==> config.mk <==
export PLATFORM = sky130hd
export DESIGN_NAME = serial_ones_counter
export DESIGN_NICKNAME = d
export VERILOG_FILES = /design/src/rtl/oc_ctrl_pkg.sv /design/src/rtl/ones3_cell.sv /design/src/rtl/serial_ones_counter.sv
export SDC_FILE = /design/constraint.sdc
export NUM_CORES = 1
export LEC_CHECK = 0
export ABC_AREA = 1
export BUFFER_PORTS_ARGS = -buffer_cell sky130_fd_sc_hd__buf_4
export CAP_MARGIN = 5
export CORE_MARGIN = 4
export CORE_UTILIZATION = 25
export CTS_CLUSTER_DIAMETER = 50
export DETAILED_ROUTE_END_ITERATION = 7
export PLACE_DENSITY_LB_ADDON = 0.12
export RECOVER_POWER = 25
export SLEW_MARGIN = 30
export SYNTH_ARGS = -nofsm -noshare
export SYNTH_HDL_FRONTEND = slang
export SYNTH_SLANG_ARGS = --single-unit
export TNS_END_PERCENT = 100
==> constraint.sdc <==
create_clock -name clk -period 3.8 [get_ports clk]
set_input_delay 0.19 -clock clk [delete_from_list [all_inputs] [get_ports clk]]
set_output_delay 0.19 -clock clk [all_outputs]
set_load 0.02 [all_outputs]
==> src/rtl/oc_ctrl_pkg.sv <==
// Shared types and helpers for the serial ones-count controller.
package oc_ctrl_pkg;

  typedef enum logic [1:0] {
    IDLE = 2'd0,
    FEED = 2'd1,
    DONE = 2'd2
  } oc_state_t;

  function automatic int ceil_div3(input int w);
    return (w + 2) / 3;
  endfunction

endpackage

==> src/rtl/ones3_cell.sv <==
// Combinational 3-input ones counter: {y1,y0} = number of ones in a,b,c.
module ones3_cell (
  input  logic a,
  input  logic b,
  input  logic c,
  output logic y1,
  output logic y0
);

  assign y1 = (a & b) | (a & c) | (b & c);
  assign y0 = a ^ b ^ c;

endmodule

==> src/rtl/serial_ones_counter.sv <==
// Population count of a WIDTH-bit word using one shared ones3_cell,
// fed three bits at a time with SETTLE hold cycles per group.
module serial_ones_counter
  import oc_ctrl_pkg::*;
#(
  parameter int WIDTH  = 12,
  parameter int SETTLE = 1
) (
  input  logic                       clk,
  input  logic                       rst,
  input  logic                       start,
  input  logic [WIDTH-1:0]           data_in,
  output logic                       ready,
  output logic                       busy,
  output logic                       done,
  output logic [$clog2(WIDTH+1)-1:0] count
);

  localparam int NG  = ceil_div3(WIDTH);
  localparam int SW  = NG * 3;
  localparam int CW  = $clog2(WIDTH + 1);
  localparam int GW  = (NG > 1) ? $clog2(NG) : 1;
  localparam int STW = (SETTLE > 0) ? $clog2(SETTLE + 1) : 1;

  oc_state_t        r_state;
  oc_state_t        w_state_next;
  logic [SW-1:0]    r_shift;
  logic [GW-1:0]    r_grp;
  logic [STW-1:0]   r_settle;
  logic [CW-1:0]    r_count;
  logic             w_y1;
  logic             w_y0;
  logic             w_step;
  logic             w_last;

  ones3_cell u_cell (
    .a  (r_shift[2]),
    .b  (r_shift[1]),
    .c  (r_shift[0]),
    .y1 (w_y1),
    .y0 (w_y0)
  );

  // A group is consumed only once its hold window has expired.
  assign w_step = (r_state == FEED) && (r_settle == '0);
  assign w_last = (r_grp == GW'(NG - 1));

  always_ff @(posedge clk) begin
    if (rst) r_state <= IDLE;
    else     r_state <= w_state_next;
  end

  always_comb begin
    w_state_next = r_state;
    case (r_state)
      IDLE:    if (start) w_state_next = FEED;
      FEED:    if (w_step && w_last) w_state_next = DONE;
      DONE:    w_state_next = IDLE;
      default: w_state_next = IDLE;
    endcase
  end

  always_comb begin
    ready = (r_state == IDLE);
    busy  = (r_state == FEED);
    done  = (r_state == DONE);
  end

  always_ff @(posedge clk) begin
    if (rst) begin
      r_shift  <= '0;
      r_grp    <= '0;
      r_settle <= '0;
      r_count  <= '0;
    end else begin
      case (r_state)
        IDLE: begin
          if (start) begin
            r_shift  <= SW'(data_in);
            r_grp    <= '0;
            r_settle <= STW'(SETTLE);
            r_count  <= '0;
          end
        end
        FEED: begin
          if (r_settle != '0) begin
            r_settle <= r_settle - STW'(1);
          end else begin
            r_count  <= r_count + CW'({w_y1, w_y0});
            r_shift  <= r_shift >> 3;
            r_settle <= STW'(SETTLE);
            if (!w_last) r_grp <= r_grp + GW'(1);
          end
        end
        default: ;
      endcase
    end
  end

  assign count = r_count;

endmodule
==> flow_metrics.env, run 1 <==
export IMPL_hold_class="in -> reg"
export IMPL_path_cells="fa_1, ha_1, fa_1, nand2_1, nand2_1, nor2_1, nand2_1, a21oi_1"
export IMPL_firstDrtPassIters=4
export IMPL_busiest_layer="met2"
export IMPL_hold_violations=0
export IMPL_setup_viol=0
export IMPL_fin_setup_tns_ns=0
export IMPL_dp_worst_setup_slack_ns=1.95
export IMPL_synth_top_area_share_pct=40.3
export IMPL_ctsHoldBuffers=0
export IMPL_place_congestion=0.731
export IMPL_yosysTopAreaCell="dfxtp_1"
export IMPL_slowest_stage="fa_1"
export IMPL_drt_wl_total_um=2470
export IMPL_die_area_sq_um=5270
export IMPL_root_buffer="clkbuf_8"
export IMPL_htree_levels=1
export IMPL_slowest_delay_ns=0.48
export IMPL_clk_latency_ns=0.26
export IMPL_yosysSeqAreaShare_pct=40.3
export IMPL_crit_top_cell="nand2_1"
export IMPL_syn_nets=168
export IMPL_hold_slack_ns=0.175
export IMPL_grt_use_met3_pct=2.48
export IMPL_vias=949
export IMPL_yosys_top_cells_area="dfxtp_1 (40%), nand2_1 (16%), nor2_1 (8.6%)"
export IMPL_cts_sinks=21
export IMPL_antenna_cells=0
export IMPL_post_cts_resized=0
export IMPL_crit_type="reg -> reg"
export IMPL_ys_warn_count=0
export IMPL_clock_skew_ns=0.00502
export IMPL_syn_area_sq_um=1040
export IMPL_synth_cells=148
export IMPL_post_cts_setup_buffers=0
export IMPL_synth_seq_cells=21
export IMPL_worstMarginPinSlew_ns=0.462
export IMPL_worst_slack_ns=1.93
export IMPL_ir_worst_vdd_mv=0.125
export IMPL_worstSetupStartpointType="flip-flop"
export IMPL_chipHeight_um=72.6
export IMPL_rsz0062_at_grt="no"
export IMPL_coreArea_sq_um=4030
export IMPL_ff2ff_setup_slack_ns=1.93
export IMPL_drive_above_1_share_pct=14.9
export IMPL_synth_cell_types=19
export IMPL_cts_tree="built"
export IMPL_clk_path_buf_depth=2
export IMPL_io_buffers=21
export IMPL_cts_buffers_inserted=3
export IMPL_routed_via_density=4.35
export IMPL_grt_max_degree=18
export IMPL_grt_pass1_vias=1023
export IMPL_fp_row_count=23
export IMPL_grt_pass1_wl_um=4570
export IMPL_grt_overflow=0
export IMPL_syn_area_per_cell_sq_um=7.05
export IMPL_nFillCells=450
export IMPL_p_total_uw=502
export IMPL_die_x_um=72.6
export IMPL_crit_arrival_ns=2.06
export IMPL_min_period_ns=1.87
export IMPL_drt_iter0_markers=45
export IMPL_outcome="complete, no violations"
export IMPL_crit_path_end_kind="flip-flop"
export IMPL_worst_ep_required_time_ns=4.00
export IMPL_floorplan_initialDensity_pct=25.9
export IMPL_power_per_cell_area_nw_per_um2=402
export IMPL_antenna_found_initial=0
export IMPL_track_usage_pct=11.0
export IMPL_routedWlPerCell_um=11.3
export IMPL_grt_util_met1_pct=13.5
export IMPL_critPathMaxFanout=2
export IMPL_drc=0
export IMPL_use_met2_pct=18.3
export IMPL_clock_fmax_ghz=0.536
export IMPL_ant_nets=0
export IMPL_cap_violations=0
export IMPL_cts_reportedPaths_clkPinSlew_ns=0.08
export IMPL_leakagePower_nw=0.585
export IMPL_io_pin_count=22
export IMPL_fin_nets=189
export IMPL_finalCritPeriodShare_pct=49.1
export IMPL_hpwl_um=1760
export IMPL_slew_violations=0
export IMPL_relSlewSlack_pct=69.1
export IMPL_area_delta_synth_final_pct=19.7
-- worst max-delay path: cells and delay by family, from the launching register on --
family          cells  cell delay [ns]
flops               1             0.33
simple gates        4             0.26
fa+ha+maj           3             1.09
compound gates      1             0.12
-- per-layer routing --
metal	wire length [um]	share of wire (%)	vias up
met5	0	0	-
met4	42	1.7	0
met3	104	4.2	4
met2	1120	45	13
met1	1200	49	421
li1	-	-	511
-- stage by stage --
stage / instances / instance area, sq um / utilization [%]
floorplan: 148 / 1040 / -
global placement: 214 / 1220 / 30.4
detailed placement: 214 / 1220 / 30.4
CTS: 218 / 1270 / 31.5
global route: 218 / 1250 / 31.0
finish: 218 / 1250 / 31.0
-- final timing paths --
| path | start | end | cells past startpoint |
|---|---|---|---|
| worst max-delay path | r_shift[0]$_SDFFE_PP0P_ | count[2]$_SDFFE_PP0P_ | 8 |
| worst min-delay path | rst | r_shift[9]$_SDFFE_PP0P_ | 2 |
| worst max register to register | r_shift[0]$_SDFFE_PP0P_ | count[2]$_SDFFE_PP0P_ | 8 |
| worst min register to register | r_shift[11]$_SDFFE_PP0P_ | r_shift[11]$_SDFFE_PP0P_ | 2 |
-- logic make-up (layout without fill, tap and decap cells) --
family,count (synthesis),count (layout),share of synthesized area [%]
AND/OR/NAND/NOR,84,84,33.8
buffers and inverters,16,36,7.79
adder cells (fa/ha/maj),5,5,7.43
AO/OA/AOI/OAI,22,22,10.7
flip-flops,21,21,40.3
-- cells in the mapped netlist --
master,number
nand2_1,45
nor2_1,24
dfxtp_1,21
o21ai_0,11
a21oi_1,10
nand3_1,10
inv_1,9
ha_1,3
buf_2,2
fa_1,2
inv_2,2
nand2_4,2
a31oi_1,1
buf_6,1
buf_8,1
clkbuf_1,1
nand3_2,1
nor2_2,1
nor3_1,1
-- where the power goes --
part | internal, mW | leakage (nW) | switching [mW]
registers | 0.239 | 0.173 | 0.0117
clock network | 0.0747 | 0.0228 | 0.0733
logic | 0.0399 | 0.389 | 0.0637
total | 0.354 | 0.585 | 0.149
-- placed cells by master, fill, tap and decap left out --
master / netlist / routed
inv_2: 2 / 2
nor2_2: 1 / 1
buf_4: 0 / 17
inv_1: 9 / 9
fa_1: 2 / 2
nand3_1: 10 / 11
a31oi_1: 1 / 1
a21oi_1: 10 / 10
nor3_1: 1 / 1
dfxtp_1: 21 / 21
nand2_4: 2 / 2
nor2_1: 24 / 24
nand2_1: 45 / 45
ha_1: 3 / 3
clkbuf_8: 0 / 3
clkbuf_1: 1 / 5
o21ai_0: 11 / 11
-- layout make-up --
type,count,area [sq um],share of cell area [%]
Multi-Input combinational cell,111,537,43.0
Sequential cell,21,420,33.7
Tap cell,50,62.6,5.01
Timing Repair Buffer,21,143,11.4
Clock buffer,4,45.0,3.61
Inverter,11,41.3,3.31
-- registers in the layout, summed over array words and instances (netlist names) --
name,cells
r_settle,1
r_state,2
count,4
r_shift,12
r_grp,2
Power figures use the tool's default switching activity.
==> run 2, diff against run 1 <==
--- a/config.mk
+++ b/config.mk
@@ -5,7 +5,7 @@
 export SDC_FILE = /design/constraint.sdc
 export NUM_CORES = 1
 export LEC_CHECK = 0
-export ABC_AREA = 1
+export ABC_AREA = 0
 export BUFFER_PORTS_ARGS = -buffer_cell sky130_fd_sc_hd__buf_4
 export CAP_MARGIN = 5
 export CORE_MARGIN = 4
==> constraint.sdc (replaced) <==
create_clock -name clk -period 1.9 [get_ports clk]
set_input_delay 0.095 -clock clk [delete_from_list [all_inputs] [get_ports clk]]
set_output_delay 0.095 -clock clk [all_outputs]
set_load 0.02 [all_outputs]
==> run 2 against run 1 <==
Flip-flop and latch count stayed put. First-iteration DRC count is 16% lower. Critical path type unchanged. Worst hold slack worse by 0.10 ns. Design area is 7.5% higher. Largest power group unchanged. Largest cell class unchanged. Synthesized area is 6.5% higher. Clock skew is 0.00052 ns higher. Combinational power is 120% higher. Total power is 100% higher. Critical endpoint unchanged.
==> flow_metrics.env, run 2 <==
export IMPL_outcome="complete, no violations"
export IMPL_post_cts_setup_buffers=0
export IMPL_synth_top_family_by_area="compound AO/OA/AOI/OAI gates"
export IMPL_regMostFlops="r_shift"
export IMPL_firstDrtPassIters=4
export IMPL_relSlewSlack_pct=67.9
export IMPL_finalCritPeriodShare_pct=98.0
export IMPL_clock_fmax_ghz=0.537
export IMPL_yosysTopAreaCell="dfxtp_1"
export IMPL_synth_cells=104
export IMPL_ys_warn_count=0
export IMPL_syn_nets=124
export IMPL_busiest_layer="met2"
export IMPL_synth_edf_count=0
export IMPL_critPathMaxFanout=2
export IMPL_routedWlPerCell_um=13.5
export IMPL_routed_via_density=4.53
export IMPL_grt_overflow=0
export IMPL_synth_xor_area_share_pct=0.788
export IMPL_crit_arrival_ns=2.07
export IMPL_grt_pass1_vias=852
export IMPL_drt_wl_total_um=2370
export IMPL_fin_nets=147
export IMPL_htree_levels=1
export IMPL_worstMarginPinSlew_ns=0.481
export IMPL_cts_tree="built"
export IMPL_worst_ep_required_time_ns=2.11
export IMPL_hold_class="in -> reg"
export IMPL_synthAdderAreaFrac_pct=6.98
export IMPL_setup_viol=0
export IMPL_ant_nets=0
export IMPL_synth_compound_area_share_pct=25.3
export IMPL_area_delta_synth_final_pct=20.8
export IMPL_async_reset_ff_share_pct=0
export IMPL_nFillCells=443
export IMPL_yosys_area_share_simple_pct=14.1
export IMPL_min_period_ns=1.86
export IMPL_synthMuxAreaShare_pct=8.11
export IMPL_fp_row_count=23
export IMPL_die_area_sq_um=5570
export IMPL_drc=0
export IMPL_clk_path_buf_depth=2
export IMPL_power_per_cell_area_nw_per_um2=762
export IMPL_synthFlopType="dfxtp_1"
export IMPL_multi_input_area_sq_um=624
export IMPL_crit_type="reg -> reg"
export IMPL_rsz0062_at_grt="yes"
export IMPL_final_cell_mix="buf_4 (21), nor2_1 (19), dfxtp_1 (19)"
export IMPL_largest_reg_flops=12
export IMPL_grt_util_met1_pct=13.4
export IMPL_io_buffers=21
export IMPL_coreArea_sq_um=4140
export IMPL_die_x_um=74.7
export IMPL_final_common_cell="buf_4"
export IMPL_yosys_top_cells_area="dfxtp_1 (38%), a211oi_2 (10%), mux2i_1 (8.1%)"
export IMPL_grt_use_met3_pct=2.40
export IMPL_clk_latency_ns=0.26
export IMPL_chipHeight_um=74.7
export IMPL_hpwl_um=1740
export IMPL_cts_sinks=21
export IMPL_drive_above_1_share_pct=35.7
export IMPL_synth_cell_types=33
export IMPL_vias=797
export IMPL_hold_violations=0
export IMPL_syn_area_per_cell_sq_um=10.7
export IMPL_crit_path_end_kind="flip-flop"
export IMPL_clock_skew_ns=0.00554
export IMPL_root_buffer="clkbuf_8"
export IMPL_yosysSeqAreaShare_pct=37.8
export IMPL_drt_iter0_markers=38
export IMPL_synth_seq_cells=21
export IMPL_syn_area_sq_um=1110
export IMPL_synth_most_common_cell="dfxtp_1"
export IMPL_antenna_cells=0
export IMPL_slew_violations=0
export IMPL_cts_buffers_inserted=3
export IMPL_cts_reportedPaths_clkPinSlew_ns=0.08
export IMPL_use_met2_pct=14.3
export IMPL_worstSetupStartpointType="flip-flop"
export IMPL_grt_max_degree=23
export IMPL_synth_top_area_share_pct=37.8
export IMPL_synthTopCellsByCount="dfxtp_1 (21), nor2_1 (19), a211oi_2 (9), mux2i_1 (9), a22oi_1 (5)"
export IMPL_place_congestion=0.706
export IMPL_cap_violations=0
export IMPL_grt_pass1_wl_um=4050
export IMPL_track_usage_pct=9.69
export IMPL_leakagePower_nw=0.550
export IMPL_final_util_pct=32.4
export IMPL_ff_latch_area_sq_um=423
export IMPL_floorplan_initialDensity_pct=26.8
export IMPL_io_pin_count=22
export IMPL_fin_setup_tns_ns=0
export IMPL_ir_worst_vdd_mv=0.230
export IMPL_antenna_found_initial=0
-- run 2: cell count changes after synthesis, moves of 3 or more --
cell,change
nand2_1,-44
nand3_1,-10
o21ai_0,-10
a211oi_2,+9
mux2i_1,+9
a21oi_1,-7
inv_1,-6
a22oi_1,+5
nor2_1,-5
buf_6,+3
-- run 2: metal layers --
| layer | part of all wire [%] | routed length (um) |
|---|---|---|
| met4 | 0.80 | 19 |
| met2 | 45 | 1060 |
| met5 | 0 | 0 |
| met3 | 5.5 | 130 |
| met1 | 49 | 1160 |
-- run 2: power by group --
| group | switching (mW) | total [mW] | internal, mW |
|---|---|---|---|
| clock | 0.144 | 0.293 | 0.149 |
| combinational | 0.123 | 0.229 | 0.106 |
| sequential | 0.0259 | 0.501 | 0.476 |
| total | 0.293 | 1.02 | 0.731 |
-- run 2: cells by family (layout without fill, tap and decap cells) --
family | after synthesis | count (layout)
XOR/XNOR | 1 | 1
multiplexers | 9 | 9
flip-flops | 21 | 21
AND/OR/NAND/NOR | 31 | 31
adder cells (fa/ha/maj) | 5 | 5
AO/OA/AOI/OAI | 26 | 26
buffers and inverters | 11 | 33
-- run 2: worst max-delay path, cell delays in order (launching register included) --
cell       delay [ns]
dfxtp_2          0.33
fa_1             0.49
ha_2             0.20
fa_2             0.37
a2111oi_4        0.29
a31o_1           0.14
-- run 2: layout make-up --
cell class / count / share of cell area, %
flip-flops and latches: 21 / 31.5
well taps: 50 / 4.66
clock buffers: 4 / 3.36
inverters: 3 / 0.839
repair buffers: 26 / 13.1
multi-input cells: 72 / 46.5
-- run 2: per-stage QoR --
step                      hold slack (ns)  worst slack [ns]  total power [mW]  std cells  area [sq um]
after global routing               0.0822           -0.0170              1.10        176          1340
after detailed placement            0.343           -0.0463             0.738        172          1300
final                              0.0728            0.0380              1.02        176          1340
after CTS                          0.0652            0.0224              1.05        176          1350
after floorplan                     0.243            0.0416             0.674        104          1110
after global placement              0.340           -0.0136             0.738        172          1300
-- run 2: final timing paths --
check	end	slack (ns)	start	cells after the start
worst max-delay path	count[2]$_SDFFE_PP0P_	0.04	r_shift[0]$_SDFFE_PP0P_	5
worst min-delay path	r_shift[10]$_SDFFE_PP0P_	0.07	data_in[10]	3
worst max register to register	count[2]$_SDFFE_PP0P_	0.04	r_shift[0]$_SDFFE_PP0P_	5
worst min register to register	r_grp[1]$_SDFFE_PP0P_	0.48	r_grp[1]$_SDFFE_PP0P_	2
-- run 2: timing repair --
action,CTS,global route
gates resized for setup,2,3
pin swaps,0,3
hold buffers,0,0
endpoints found under the setup margin,1,3
cloned,0,0
==> run 3, diff against run 2 <==
==> constraint.sdc (replaced) <==
create_clock -name clk -period 1.97 [get_ports clk]
set_input_delay 0.0985 -clock clk [delete_from_list [all_inputs] [get_ports clk]]
set_output_delay 0.0985 -clock clk [all_outputs]
set_load 0.02 [all_outputs]
==> run 3 against run 2 <==
Design area shrank 1.8%. Clock skew fell by 0.0035 ns. Register-to-register slack improved by 0.02 ns. Critical path depth unchanged. Maximum frequency decreased by 2.7%. Clock power fell by 5%. Largest power group unchanged.
==> flow_metrics.env, run 3 (synthesis results as in run 2) <==
export IMPL_track_usage_pct=9.09
export IMPL_routedWlPerCell_um=13.2
export IMPL_grt_pass1_vias=842
export IMPL_ir_worst_vdd_mv=0.254
export IMPL_io_buffers=21
export IMPL_final_util_pct=31.8
export IMPL_layout_cells_non_filler=173
export IMPL_setup_viol=0
export IMPL_chipHeight_um=74.7
export IMPL_die_x_um=74.7
export IMPL_fin_nets=144
export IMPL_post_cts_setup_buffers=0
export IMPL_cp_num_buf_inv=0
export IMPL_leakagePower_nw=0.541
export IMPL_place_congestion=0.711
export IMPL_ff_latch_area_sq_um=422
export IMPL_drt_iter0_markers=20
export IMPL_multi_input_area_sq_um=619
export IMPL_ctsHoldBuffers=0
export IMPL_drc=0
export IMPL_clock_fmax_ghz=0.522
export IMPL_path_cells="fa_1, ha_2, fa_2, a2111oi_4, a31o_1"
export IMPL_outcome="complete, no violations"
export IMPL_cts_buffers_inserted=3
export IMPL_slowest_delay_ns=0.49
export IMPL_cts_reportedPaths_clkPinSlew_ns=0.08
export IMPL_floorplan_initialDensity_pct=26.8
export IMPL_cts_tree="built"
export IMPL_cts_sinks=21
export IMPL_final_common_cell="dfxtp_1"
export IMPL_worstSetupStartpointType="flip-flop"
export IMPL_vias=784
export IMPL_regMostFlops="r_shift"
export IMPL_drt_wl_total_um=2280
export IMPL_hold_slack_ns=0.0842
export IMPL_worst_slack_ns=0.0559
export IMPL_crit_path_end_kind="flip-flop"
export IMPL_hold_class="in -> reg"
export IMPL_critical_path_top_delay_family="adder cells"
export IMPL_hpwl_um=1690
export IMPL_nFillCells=459
export IMPL_dp_worst_setup_slack_ns=0.0122
export IMPL_min_period_ns=1.91
export IMPL_fp_row_count=23
export IMPL_rsz0062_at_grt="yes"
export IMPL_largest_reg_flops=12
export IMPL_antenna_found_initial=0
export IMPL_clk_path_buf_depth=2
export IMPL_final_cell_mix="dfxtp_1 (20), nor2_1 (19), buf_4 (19)"
export IMPL_ant_nets=0
export IMPL_firstDrtPassIters=2
export IMPL_antenna_cells=0
export IMPL_cap_violations=0
export IMPL_clk_latency_ns=0.25
export IMPL_die_area_sq_um=5570
export IMPL_routed_via_density=4.53
export IMPL_relSlewSlack_pct=71.3
export IMPL_dp_cells=169
export IMPL_slew_violations=0
export IMPL_slowest_stage="fa_1"
export IMPL_finalCritPeriodShare_pct=97.2
export IMPL_drive_above_1_share_pct=34.1
export IMPL_crit_type="reg -> reg"
export IMPL_worst_ep_required_time_ns=2.17
export IMPL_grt_overflow=0
export IMPL_hold_violations=0
export IMPL_power_per_cell_area_nw_per_um2=735
export IMPL_root_buffer="clkbuf_8"
export IMPL_coreArea_sq_um=4140
export IMPL_htree_levels=1
export IMPL_io_pin_count=22
export IMPL_crit_arrival_ns=2.11
export IMPL_area_delta_synth_final_pct=18.7
export IMPL_critPathMaxFanout=2
export IMPL_grt_pass1_wl_um=3950
export IMPL_grt_max_degree=23
export IMPL_worstMarginPinSlew_ns=0.429
export IMPL_clock_skew_ns=0.00208
## run 3: changes by cell type in the layout (fill, tap and decap cells not counted), sizes merged
| cell | delta |
|---|---|
| buf | -2 |
| clkbuf | -1 |
## run 3: metal layers
layer	part of all wire [%]	track usage [%]
met1	48	12.4
met2	46	14.4
met3	5.8	2.27
met4	0.44	2.37
met5	0	0
## run 3: worst register-to-register path, cell delays in order (launching register included)
cell       delay, ns
dfxtp_2         0.33
fa_1            0.49
ha_2            0.21
fa_2            0.39
a2111oi_4       0.31
a31o_1          0.14
## run 3: final cells by class
class / count / area share (%)
inverter: 3 / 0.854
tap: 50 / 4.74
clock buffer: 4 / 3.42
timing repair buffer: 23 / 12.0
multi-input combinational: 72 / 47.0
sequential: 21 / 32.0
## run 3: worst paths after layout
kind / from / end / slack, ns / depth (start not counted)
max: r_shift[0]$_SDFFE_PP0P_ / count[2]$_SDFFE_PP0P_ / 0.06 / 5
min: data_in[10] / r_shift[10]$_SDFFE_PP0P_ / 0.08 / 3
max reg2reg: r_shift[0]$_SDFFE_PP0P_ / count[2]$_SDFFE_PP0P_ / 0.06 / 5
min reg2reg: r_grp[0]$_SDFFE_PP0P_ / r_grp[0]$_SDFFE_PP0P_ / 0.48 / 1
## run 3: report_power, final
part	leakage (nW)	switching (mW)	internal (mW)
sequential	0.173	0.0250	0.458
clock	0.0228	0.134	0.144
combinational	0.345	0.113	0.0957
## run 3: metrics by stage
stage	setup TNS [ns]	total power [mW]	instance area (sq um)
floorplan	0	0.650	1110
global placement	0	0.703	1280
detailed placement	0	0.704	1280
CTS	0	0.986	1330
global route	-0.0260	1.03	1320
finish	0	0.970	1320
## run 3: what timing repair did
item,CTS,global route
setup endpoints to repair,1,2
gates cloned,0,0
resized for setup,1,2
pin swaps,0,1
